[config.mk]
export PLATFORM = sky130hd
export DESIGN_NAME = bar_array_loader
export DESIGN_NICKNAME = d
export VERILOG_FILES = /design/src/rtl/bar_array_loader.sv
export SDC_FILE = /design/constraint.sdc
export NUM_CORES = 1
export LEC_CHECK = 0
export ABC_CLOCK_PERIOD_IN_PS = 2400
export CORE_UTILIZATION = 29
export CTS_CLUSTER_DIAMETER = 40
export DETAILED_ROUTE_END_ITERATION = 6
export PLACE_DENSITY_LB_ADDON = 0.05
export SYNTH_ARGS = -nofsm -noshare
export SYNTH_HDL_FRONTEND = slang
export SYNTH_SLANG_ARGS = --single-unit
[constraint.sdc]
create_clock -name clk_i -period 2.4 [get_ports clk_i]
set_input_delay 0.72 -clock clk_i [delete_from_list [all_inputs] [get_ports clk_i]]
set_output_delay 0.72 -clock clk_i [all_outputs]
set_load 0.02 [all_outputs]
[src/rtl/bar_array_loader.sv]
// Fills the sorter's bar-height array with LFSR-generated values, one write per accepted cycle.
// Optional build macro BAR_MIN_CLAMP_EN raises every bar below MIN_H to MIN_H.
module bar_array_loader #(
    parameter int unsigned N_BARS       = 32,
    parameter int unsigned ADDR_W       = 5,
    parameter int unsigned DATA_W       = 8,
    parameter logic [15:0] DEFAULT_SEED = 16'hACE1,
    parameter int unsigned MIN_H        = 8
) (
    input  logic              clk_i,
    input  logic              reset_ni,
    input  logic              start_i,
    input  logic              abort_i,
    input  logic [15:0]       seed_i,
    input  logic              wr_ready_i,
    output logic              wr_en_o,
    output logic [ADDR_W-1:0] wr_addr_o,
    output logic [DATA_W-1:0] wr_data_o,
    output logic              busy_o,
    output logic              done_o
);

    typedef enum logic [1:0] {StIdle, StSeed, StFill, StDone} state_e;

    state_e            state_q, state_d;
    logic [15:0]       lfsr_q, lfsr_d;
    logic [ADDR_W-1:0] idx_q, idx_d;
    logic [7:0]        lfsr_byte;
    logic              last_idx;

    assign lfsr_byte = lfsr_q[7:0];
    assign last_idx  = (idx_q == ADDR_W'(N_BARS - 1));

    always_ff @(posedge clk_i or negedge reset_ni) begin
        if (!reset_ni) begin
            state_q <= StIdle;
            lfsr_q  <= DEFAULT_SEED;
            idx_q   <= '0;
        end else begin
            state_q <= state_d;
            lfsr_q  <= lfsr_d;
            idx_q   <= idx_d;
        end
    end

    always_comb begin
        state_d = state_q;
        lfsr_d  = lfsr_q;
        idx_d   = idx_q;
        wr_en_o = 1'b0;
        unique case (state_q)
            StIdle: begin
                // start beats a simultaneous abort; abort alone means nothing here
                if (start_i) begin
                    lfsr_d  = (seed_i == 16'h0000) ? DEFAULT_SEED : seed_i;
                    idx_d   = '0;
                    state_d = StSeed;
                end
            end
            StSeed: begin
                state_d = abort_i ? StIdle : StFill;
            end
            StFill: begin
                if (abort_i) begin
                    state_d = StIdle;
                end else if (wr_ready_i) begin
                    wr_en_o = 1'b1;
                    idx_d   = idx_q + 1'b1;
                    lfsr_d  = {lfsr_q[14:0], lfsr_q[15] ^ lfsr_q[13] ^ lfsr_q[12] ^ lfsr_q[10]};
                    if (last_idx) begin
                        state_d = StDone;
                    end
                end
            end
            StDone: begin
                state_d = StIdle;
            end
            default: begin
                state_d = StIdle;
            end
        endcase
    end

    assign wr_addr_o = idx_q;
    assign busy_o    = (state_q == StSeed) || (state_q == StFill);
    assign done_o    = (state_q == StDone);

`ifdef BAR_MIN_CLAMP_EN
    assign wr_data_o = (lfsr_byte < 8'(MIN_H)) ? DATA_W'(8'(MIN_H)) : DATA_W'(lfsr_byte);
`else
    assign wr_data_o = DATA_W'(lfsr_byte);

    logic [31:0] unused_min_h;
    assign unused_min_h = MIN_H;
`endif

endmodule
## Yosys cells after proc, flatten, opt, wreduce, memory -nomap -nowiden

Cells that the tools add are included.

- Add/subtract/negate cells: 1
- Multiply operators: 0
- Divide/modulo/power cells: 0
- Magnitude comparators: 0
- Equal/unequal tests: 9
- Shift operators: 0
- Mux-type cells: 18
- Bitwise logic cells: 3
- Reduce and logical (&&, ||, !) cells: 6

Operators by type and width:

| cell | number |
|---|---|
| 2-to-1 mux 16 bit | 4 |
| one-hot mux 16 bit (2 select lines) | 1 |
| zero test 16 bit | 1 |
| 2-to-1 mux 5 bit | 3 |
| 2-to-1 mux 2 bit | 5 |
| one-hot mux 5 bit (2 select lines) | 1 |
| one-hot mux 2 bit (4 select lines) | 1 |
| != test 2 bit (second input constant) | 3 |
| != test 3 bit (second input constant) | 2 |
| adder 5 x 1 -> 5 bit (second input constant) | 1 |
| equality test 5 bit (second input constant) | 1 |
| equality test 2 bit (second input constant) | 2 |
| AND reduction 4 bit | 1 |
| 2-to-1 mux 1 bit | 3 |
| AND reduction 3 bit | 1 |
| XOR 1 bit | 3 |
| equality test 2 x 1 -> 1 bit (second input constant) | 1 |
| zero test 2 bit | 1 |
| nonzero test 2 bit | 1 |
| logical OR 1 bit | 1 |

- Bits in registers: 23
- Latch bits: 0
- Bits in writable memories: 0
- ROM bits: 0
- Input port bits: 21
- Output and inout port bits: 16
- Memories kept: 0

## Logic depth before layout (Yosys ltp)

Gate-level depths: netlist of run 1.

- Depth after elaboration: 6
- Depth in mapped cells: 7
- Gate-level depth less buffers: 7

## Worst setup path before layout of run 1

Ideal clock, no wire load.

- Path kind: input to output
- From: in abort_i
- To: out wr_en_o
- Arrival: 1.022 ns
- Data required time: 1.680 ns
- Slack: 0.658 ns
- Stages on the path: 2
- Cells stage by stage: nand3b_1 > inv_1

- Word-level cells in the longest chain between the ends: 2

Ends and longest elaborated chain:

| item | RTL line | RTL |
|---|---|---|
| start, declared | 13 | `input logic abort_i,` |
| 2-to-1 mux 1 bit | 64 | `if (abort_i) begin` |
| 2-to-1 mux 1 bit | 51 | `unique case (state_q)` |
| end, declared | 16 | `output logic wr_en_o,` |

No other way between the ends.

## Final worst setup path of run 1

Same ends and word-level chain as after synthesis.

==> results by group, run 1 <==
Clock network
  – Worst-Skew Late Latency: 0.26 ns
  – CTS Root Buffer Type: clkbuf_8
  – Hold_buf cts: 0
  – Clk sink count: 23
  – CTS Buffer Depth: 2
  – H-tree Lvls: 1
  – CTS Buf Count: 3
  – Clock Pin Slew Worst Setup and Hold Paths: 0.08 ns
  – TritonCTS clock tree: yes

Place
  – Port bufs: 36
  – GP Congestion: 0.713
  – Dpl hpwl: 2140 µm

Synthesis
  – Distinct cell type count after synthesis: 29
  – Post-synthesis sequential area ratio: 44.3%
  – Top cells by area, synth: dfrtp_1, dfstp_2, o21ai_0
  – Post-Synthesis Cells: 142
  – Top FF cell, synth: dfrtp_1
  – Cell area after synthesis: 1320 µm²
  – Post-synth EDFFs: 0
  – Synth Area per Inst: 9.31 µm²
  – Most common library cells after synthesis: nand2_1, o21ai_0, dfrtp_1
  – Top-area cell type share of the netlist area: 28.4%
  – Yosys reg bits: 23
  – Largest area contributor in the netlist: dfrtp_1
  – Async S/R FF share, synth: 100%
  – Syn nets: ~170
  – Most common cell in the netlist: nand2_1
  – Synth warn: 0

STA
  – Layout Skew: approximately 0.0019 ns
  – Final TNS setup: 0 ns
  – Crit share post-route: 93.3%
  – Final slew viol count: 0
  – RSZ-0062 raised after global routing: false
  – Actual slew at the worst max-slew pin: 0.391 ns
  – Final Hold Fails: 0
  – Max Clk Rate: 446 MHz
  – Worst rel slew slack: 73.9%
  – Final setup violation count: 0
  – Min Tclk post-route: 2.24 ns

Floorplan
  – Chip width: around 70 µm
  – Chip height: about 70 µm
  – Core area: around 4400 µm²
  – Num ports: 37
  – Die footprint: 4830 µm²
  – Number of cell rows: 24
  – Initial Util: 30.4%

Critical path
  – Worst EP required: 1.68 ns
  – Critical Path Source Type: primary input
  – WS Path Type: in2out
  – CP Data Arrival Time: 1.52 ns
  – Worst r2r src: state_q[0]
  – R2R depth: 8
  – R2R Setup Slk: 0.25 ns
  – Critical Path Sink Type: primary output
  – Crit-path max FO: 2
  – FF-to-FF End: lfsr_q[0]

Finish
  – Post-layout util: between 40% and 50%
  – Fillers: 424
  – Area Overhead vs Synth: 32.1%
  – Share of cells above drive strength 1: 9.94%
  – N_diodes: 0
  – Total Nets Final: a little under 200

Power
  – P per Cell Area: 1190 nW/µm²
  – Design Power: about 0.0021 W
  – Max VDD drop: about 0.55 mV
  – P_leak: 0.722 nW

Route
  – Detail Route Antenna Nets: 0
  – Vias: 1084
  – Wirelength, routed: 2990 µm
  – DRC: 0
  – DR pass1 iterations: 4
  – Routed length per instance: 13.4 µm
  – Vias per inst: 4.86
  – Initial DRC Count: 35

Global routing
  – First-pass GRT wire length: 5190 µm
  – Initial antenna violation count: 0
  – Largest net degree at the start of global routing: 33
  – Vias in the first global route: approximately 1100
  – GRT Resource Usage Total: 13.3%
  – Global route total overflow: 0

Min path
  – Worst Hold Launch: lfsr_q[9]
  – HP Class: reg2reg
  – Hold endpoint: lfsr_q[9]
  – Hold path cells: 2

Job
  – Max_cap viols: 0

Status
  – Status: finished, final reports clean
==> state kept, by name, summed over array words and instances (netlist names) <==
register and flops:
lfsr_q 16, wr_addr_o 5, state_q 2
==> power by group <==
group / total [W] / leakage [nW] / switching, W / internal [W]
clock network: 0.000241 / 0.0228 / 0.000123 / 0.000118
registers: 0.000726 / 0.277 / 0.000120 / 0.000607
logic: 0.00111 / 0.422 / 0.000598 / 0.000511
==> layer usage <==
metal / track usage [%] / up-vias / routed length [µm]
li1: - / 541 / -
met1: 16.8 / 513 / 1390
met2: 23.2 / 28 / 1470
met3: 2.76 / 2 / 118
met4: 3.40 / 0 / 20
met5: 0 / - / 0
==> per-stage QoR <==
step | hold WS [ns] | instance area, µm² | setup WS (ns) | instances
2_1_floorplan | 0.424 | 1320 | 0.658 | 142
3_3_place_gp | 0.459 | 1700 | -0.277 | 219
3_5_place_dp | 0.467 | 1700 | -0.278 | 219
4_1_cts | 0.488 | 1750 | 0.0134 | 223
5_1_grt | 0.511 | 1750 | 0.0636 | 223
6_report | 0.483 | 1750 | 0.160 | 223
==> repair_timing <==
action	4_1_cts	5_1_grt
endpoints found under the setup margin	1	2
setup buffers	0	0
gates resized for setup	2	2
==> layout by cell type, fill, tap and decap left out <==
master,n
o211ai_1,1
clkdlybuf4s50_1,34
and3_1,1
dfstp_2,8
a2bb2oi_1,1
clkbuf_1,1
a21oi_1,2
a22o_1,1
nand3_1,2
dfrtp_1,15
a21o_1,1
and4_1,1
nand2b_1,9
o21ai_1,1
nor2_1,1
o21ai_0,19
nor2b_1,2
nand3b_1,2
clkbuf_2,1
xnor2_1,1
inv_1,4
o22a_1,1
buf_12,1
xor2_1,2
mux2i_1,8
or3_1,3
o31ai_1,7
buf_4,4
nand2_1,23
ha_1,6
nor4_1,4
clkbuf_8,3
dlymetal6s2s_1,1
==> worst max-delay path by stage <==
stage	from	to	slack [ns]	cells past startpoint
after floorplan	abort_i	wr_en_o	0.66	2
after global placement	abort_i	wr_en_o	-0.28	4
after detailed placement	abort_i	wr_en_o	-0.28	4
after CTS	abort_i	wr_en_o	0.01	4
after global routing	state_q[0]	lfsr_q[0]	0.06	8
final	abort_i	wr_en_o	0.16	4
==> cell families (layout without fill, tap and decap cells) <==
| logic type | Yosys count | count (layout) | synth area share, % |
|---|---|---|---|
| xor+xnor | 3 | 3 | 1.99 |
| fa+ha+maj | 6 | 6 | 5.68 |
| mux | 8 | 8 | 6.06 |
| simple gates | 48 | 48 | 18.4 |
| compound gates | 34 | 34 | 15.4 |
| flops | 23 | 23 | 44.3 |
| buf+inv | 20 | 49 | 8.23 |
==> area by class of cell <==
| class | instances | area, µm² | share of cell area, % |
|---|---|---|---|
| Clock buffer | 4 | 45.0 | 2.58 |
| Tap cell | 52 | 65.1 | 3.72 |
| Sequential cell | 23 | 586 | 33.5 |
| Timing Repair Buffer | 41 | 408 | 23.4 |
| Multi-Input combinational cell | 99 | 628 | 36.0 |
| Inverter | 4 | 15.0 | 0.860 |
==> worst max-delay path, stage by stage <==
cell	delay, ns
clkdlybuf4s50_1	0.41
nand3b_1	0.17
inv_1	0.06
clkbuf_2	0.15
Note: power is estimated with default switching activity, not from simulation.
==> inputs of run 2 (changes only) <==
- CORE_MARGIN: default -> 3
- CTS_CLUSTER_DIAMETER: 40 -> 80
==> results by group, run 2 (synthesis gave the netlist of run 1 again) <==
Job
  – Max_cap viols: 0 (unchanged)

Route
  – DR pass1 iterations: 4 (unchanged)
  – Detail Route Antenna Nets: 0 (unchanged)
  – Initial DRC Count: 40 (+14%)
  – Top Layer Used: met4
  – Met1 wire length: 1370 µm (-0.87%)
  – Vias per inst: 4.83 (-0.66%)
  – DRC: 0 (unchanged)
  – Vias: 1072 (-1.1%)
  – Met3 routed WL: 149 µm (+26%)
  – Wirelength, routed: 3050 µm (+1.9%)
  – Detailed route wirelength on metal2: 1500 µm (+2.5%)
  – Routed length per instance: 13.7 µm (+2.3%)

Clock network
  – H-tree Lvls: 1 (unchanged)
  – CTS Buf Count: 3 (unchanged)
  – Clk sink count: 23 (unchanged)
  – CTS Root Buffer Type: clkbuf_8
  – Hold_buf cts: 0 (unchanged)
  – Setup bufs post-CTS: 0 (unchanged)
  – Clock Pin Slew Worst Setup and Hold Paths: 0.08 ns (about the same)
  – Worst-Skew Late Latency: 0.26 ns (about the same)
  – TritonCTS clock tree: yes
  – CTS Buffer Depth: 2 (unchanged)

STA
  – Final Hold Fails: 0 (unchanged)
  – Layout Skew: 0.00266 ns (+0.000717 ns)
  – Worst rel slew slack: 74.9% (+1.0 points)
  – Worst hold slack: 0.482 ns (-0.000469 ns)
  – Final setup violation count: 0 (unchanged)
  – RSZ-0062 raised after global routing: false
  – Final slew viol count: 0 (unchanged)
  – Final TNS setup: 0 ns (unchanged)
  – Min Tclk post-route: 2.24 ns (+0.00443 ns)
  – Actual slew at the worst max-slew pin: 0.376 ns (-0.0152 ns)
  – Crit share post-route: 93.5% (+0.18 points)
  – Max Clk Rate: 446 MHz (-0.20%)

Critical path
  – Worst Setup SP: abort_i
  – R2R Setup Slk: 0.25 ns (about the same)
  – FF-to-FF End: lfsr_q[0]
  – Critical Path Source Type: primary input
  – CP Data Arrival Time: 1.52 ns (about the same)
  – WS Path Type: in2out
  – Worst r2r src: state_q[0]
  – R2R depth: 8 (unchanged)
  – Worst Setup EP: wr_en_o
  – Crit-path max FO: 2 (unchanged)
  – Worst EP required: 1.68 ns (about the same)
  – Critical Path Sink Type: primary output

Finish
  – Fillers: 430 (+1.4%)
  – Max reg flops: 16 (unchanged)
  – N_diodes: 0 (unchanged)
  – Most common cell after layout, fill and taps aside: clkdlybuf4s50_1
  – Most frequent cells in the layout: clkdlybuf4s50_1, nand2_1, o21ai_0
  – Post-layout util: 41.7% (+1.6 points)
  – Largest Register: lfsr_q
  – Area Overhead vs Synth: 32.5%
  – Post-Layout Cell Count: 222 (-0.45%)
  – Share of cells above drive strength 1: 10.5% (+0.52 points)
  – Total Nets Final: 200 (+0.50%)

Power
  – Max VDD drop: 0.623 mV (+14%)
  – P per Cell Area: 1190 nW/µm² (-0.20%)
  – Design Power: 0.00208 W (about the same)
  – P_leak: 0.729 nW (+0.93%)

Global routing
  – Largest net degree at the start of global routing: 35 (+6.1%)
  – Initial antenna violation count: 0 (unchanged)
  – First-pass GRT wire length: 5460 µm (+5.3%)
  – Global route total overflow: 0 (unchanged)
  – Vias in the first global route: 1184 (+8.2%)
  – GRT Resource Usage Total: 12.7% (-0.66 points)

Floorplan
  – Chip height: 73.5 µm (+5.8%)
  – Initial Util: 31.5% (+1.1 points)
  – Die footprint: 5410 µm² (+12%)
  – Core area: 4200 µm² (-3.5%)
  – Chip width: 73.5 µm (+5.8%)
  – Num ports: 37 (unchanged)
  – Number of cell rows: 23 (-4.2%)

Min path
  – HP Class: reg2reg
  – Hold path cells: 2 (unchanged)

Place
  – GP Congestion: 0.783 (+9.8%)
  – Port bufs: 36 (unchanged)
  – Dpl hpwl: 2150 µm (+0.50%)
  – Placed insts: 218 (-0.46%)

Status
  – Status: finished, final reports clean
## run 2: changes by cell type in the layout (fill, tap and decap cells not counted), sizes merged
cell | previous run | this run
buf | 5 | 6
## run 2: worst min path at each step
stage	slack, ns	from	end
6_report	0.48	lfsr_q[14]	lfsr_q[14]
5_1_grt	0.51	lfsr_q[14]	lfsr_q[14]
4_1_cts	0.49	lfsr_q[14]	lfsr_q[14]
3_5_place_dp	0.47	lfsr_q[14]	lfsr_q[14]
3_3_place_gp	0.46	lfsr_q[9]	lfsr_q[9]
2_1_floorplan	0.42	reset_ni	lfsr_q[12]
## run 2: what timing repair did
item / CTS / global route
gates resized for setup: 2 / 2
endpoints found under the setup margin: 1 / 2
pin swaps: 0 / 0
## run 2: routing by layer
metal / vias to the layer above / GRT usage [%]
li1: 544 / -
met5: - / 0
met3: 2 / 3.56
met2: 27 / 21.3
met4: 0 / 2.01
met1: 499 / 16.5
## run 2: where the power goes
group	internal (W)	switching (W)
clock network	0.000118	0.000128
registers	0.000607	0.000118
logic	0.000511	0.000596
total	0.00124	0.000843
## run 2: layout make-up
class / count / area [µm²] / share of cell area (%)
flip-flops and latches: 23 / 586 / 33.4
multi-input cells: 99 / 628 / 35.9
repair buffers: 42 / 415 / 23.7
inverters: 4 / 15.0 / 0.857
clock buffers: 4 / 45.0 / 2.57
well taps: 50 / 62.6 / 3.57
## run 2: metrics by stage
stage          instance area, µm²  setup slack (ns)
2_1_floorplan                1320             0.658
3_3_place_gp                 1710            -0.281
3_5_place_dp                 1710            -0.276
4_1_cts                      1750           0.00732
5_1_grt                      1750            0.0448
6_report                     1750             0.156
## run 2: worst max-delay path: stages
cell             delay, ns
clkdlybuf4s50_1       0.41
nand3b_1              0.17
inv_1                 0.06
clkbuf_2              0.16
==> inputs of run 3 (changes only) <==
==> constraint.sdc (replaced) <==
create_clock -name clk_i -period 2.4 [get_ports clk_i]
set_input_delay 0.36 -clock clk_i [delete_from_list [all_inputs] [get_ports clk_i]]
set_output_delay 0.36 -clock clk_i [all_outputs]
set_load 0.02 [all_outputs]
==> results by group, run 3 (synthesis gave the netlist of run 1 again) <==
Finish
  – FF/Latch Area: 586 µm² (unchanged)
  – Largest Register: lfsr_q
  – N_diodes: 0 (unchanged)
  – Area Overhead vs Synth: 30.2%
  – Most frequent cells in the layout: clkdlybuf4s50_1, nand2_1, o21ai_0
  – Total Nets Final: 197 (-1.5%)
  – Max reg flops: 16 (unchanged)
  – Most common cell after layout, fill and taps aside: clkdlybuf4s50_1
  – Fillers: 415 (-3.5%)
  – Area of the multi-input gates: 631 µm² (+0.40%)
  – Share of cells above drive strength 1: 8.88% (-1.6 points)

Clock network
  – Setup bufs post-CTS: 0 (unchanged)
  – Clock Pin Slew Worst Setup and Hold Paths: 0.08 ns (about the same)
  – Clk sink count: 23 (unchanged)
  – Post_cts resized: 0 (-2)
  – CTS Root Buffer Type: clkbuf_8
  – Hold_buf cts: 0 (unchanged)
  – Worst-Skew Late Latency: 0.26 ns (about the same)
  – CTS Buf Count: 3 (unchanged)
  – H-tree Lvls: 1 (unchanged)
  – CTS Buffer Depth: 2 (unchanged)
  – TritonCTS clock tree: yes

Global routing
  – Initial antenna violation count: 0 (unchanged)
  – Global route total overflow: 0 (unchanged)
  – Largest net degree at the start of global routing: 35 (unchanged)
  – Vias in the first global route: 1021 (-14%)
  – GRT Resource Usage Total: 11.7% (-1.0 points)
  – First-pass GRT wire length: 4940 µm (-9.6%)

Power
  – Psw: 0.000820 W (-2.6%)
  – Flop pwr share: 36.0% (+1.1 points)
  – P_leak: 0.695 nW (-4.7%)
  – Max VDD drop: 0.465 mV (-25%)
  – Sw Share: 40.5% (-0.085 points)
  – P per Cell Area: 1180 nW/µm² (-0.74%)
  – Logic pwr share: 52.4% (-0.8 points)
  – Int Pwr: 0.00121 W (-2.3%)
  – Clock power frac: 11.6% (-0.3 points)

Status
  – Status: finished, final reports clean

STA
  – Final slew viol count: 0 (unchanged)
  – Layout Skew: 0.00526 ns (+0.00260 ns)
  – Worst hold slack: 0.448 ns (-0.0341 ns)
  – Min Tclk post-route: 2.21 ns (-0.0372 ns)
  – RSZ-0062 raised after global routing: false
  – Actual slew at the worst max-slew pin: 0.328 ns (-0.0481 ns)
  – Final setup violation count: 0 (unchanged)
  – Final Hold Fails: 0 (unchanged)
  – Final TNS setup: 0 ns (unchanged)
  – Worst rel slew slack: 77.9% (+3.0 points)
  – Max Clk Rate: 453 MHz (+1.7%)
  – Crit share post-route: 92.0% (-1.5 points)

Critical path
  – Crit-path max FO: 9 (+7)
  – Critical Path Sink Type: primary output
  – Critical Path Source Type: register
  – CP Data Arrival Time: 1.85 ns (+0.33 ns)
  – Worst EP required: 2.04 ns (+0.36 ns)
  – WS Path Type: reg2out

Route
  – Vias: 1035 (-3.5%)
  – Wirelength, routed: 2960 µm (-3.0%)
  – Detail Route Antenna Nets: 0 (unchanged)
  – Vias per inst: 4.73 (-2.1%)
  – Routed length per instance: 13.5 µm (-1.7%)
  – DRC: 0 (unchanged)
  – Initial DRC Count: 68 (+70%)
  – DR pass1 iterations: 4 (unchanged)

Place
  – Dpl hpwl: 2190 µm (+1.7%)
  – GP Congestion: 0.786 (+0.42%)
  – Port bufs: 36 (unchanged)

Floorplan
  – Chip width: 73.5 µm (unchanged)
  – Initial Util: 31.5% (unchanged)
  – Number of cell rows: 23 (unchanged)
  – Num ports: 37 (unchanged)
  – Die footprint: 5410 µm² (unchanged)
  – Chip height: 73.5 µm (unchanged)
  – Core area: 4200 µm² (unchanged)

Min path
  – HP Class: in2async

Job
  – Max_cap viols: 0 (unchanged)
## run 3: critical path: stages, from the launching register on
cell and delay [ns]:
dfrtp_1 0.42, inv_1 0.11, ha_2 0.28, nand3b_1 0.12, inv_1 0.07, clkdlybuf4s50_1 0.60
## run 3: area by class of cell
cell class | instances | area share, %
clock buffers | 4 | 2.62
repair buffers | 39 | 22.2
well taps | 50 | 3.63
multi-input cells | 99 | 36.6
inverters | 4 | 0.872
flip-flops and latches | 23 | 34.0
## run 3: routing by layer
layer / wire [µm] / part of all wire [%] / GRT usage (%)
met1: 1420 / 48 / 15.7
met2: 1350 / 46 / 18.5
met3: 161 / 5.4 / 3.56
met4: 22 / 0.74 / 2.41
met5: 0 / 0 / 0
## run 3: power groups by stage
stage / Sequential (W) / Clock (W) / Combinational [W]
2_1_floorplan: 0.000714 / 0 / 0.000812
3_3_place_gp: 0.000736 / 0 / 0.00106
3_5_place_dp: 0.000740 / 0 / 0.00108
4_1_cts: 0.000734 / 0.000253 / 0.00108
5_1_grt: 0.000762 / 0.000270 / 0.00119
6_report: 0.000730 / 0.000236 / 0.00106
## run 3: path summary, 6_finish.rpt
| check | endpoint | cells after the start | startpoint | slack (ns) |
|---|---|---|---|---|
| worst max-delay path | wr_en_o | 5 | state_q[0] | 0.19 |
| worst max register to register | lfsr_q[0] | 7 | state_q[0] | 0.48 |
| max in group asynchronous | lfsr_q[5] | 2 | reset_ni | 1.67 |
| worst min-delay path | lfsr_q[12] | 2 | reset_ni | 0.45 |
| min in group clk_i | lfsr_q[14] | 2 | lfsr_q[14] | 0.48 |
| worst min register to register | lfsr_q[14] | 2 | lfsr_q[14] | 0.48 |
## run 3: per-stage QoR
stage | worst slack [ns] | power (W) | std cells | utilization (%) | instance area, µm²
floorplan | 0.841 | 0.00153 | 142 | - | 1320
global placement | 0.397 | 0.00180 | 215 | 39.8 | 1670
detailed placement | 0.394 | 0.00182 | 215 | 39.8 | 1670
CTS | 0.0820 | 0.00207 | 219 | 40.9 | 1720
global route | 0.0689 | 0.00222 | 219 | 41.0 | 1720
finish | 0.193 | 0.00203 | 219 | 41.0 | 1720
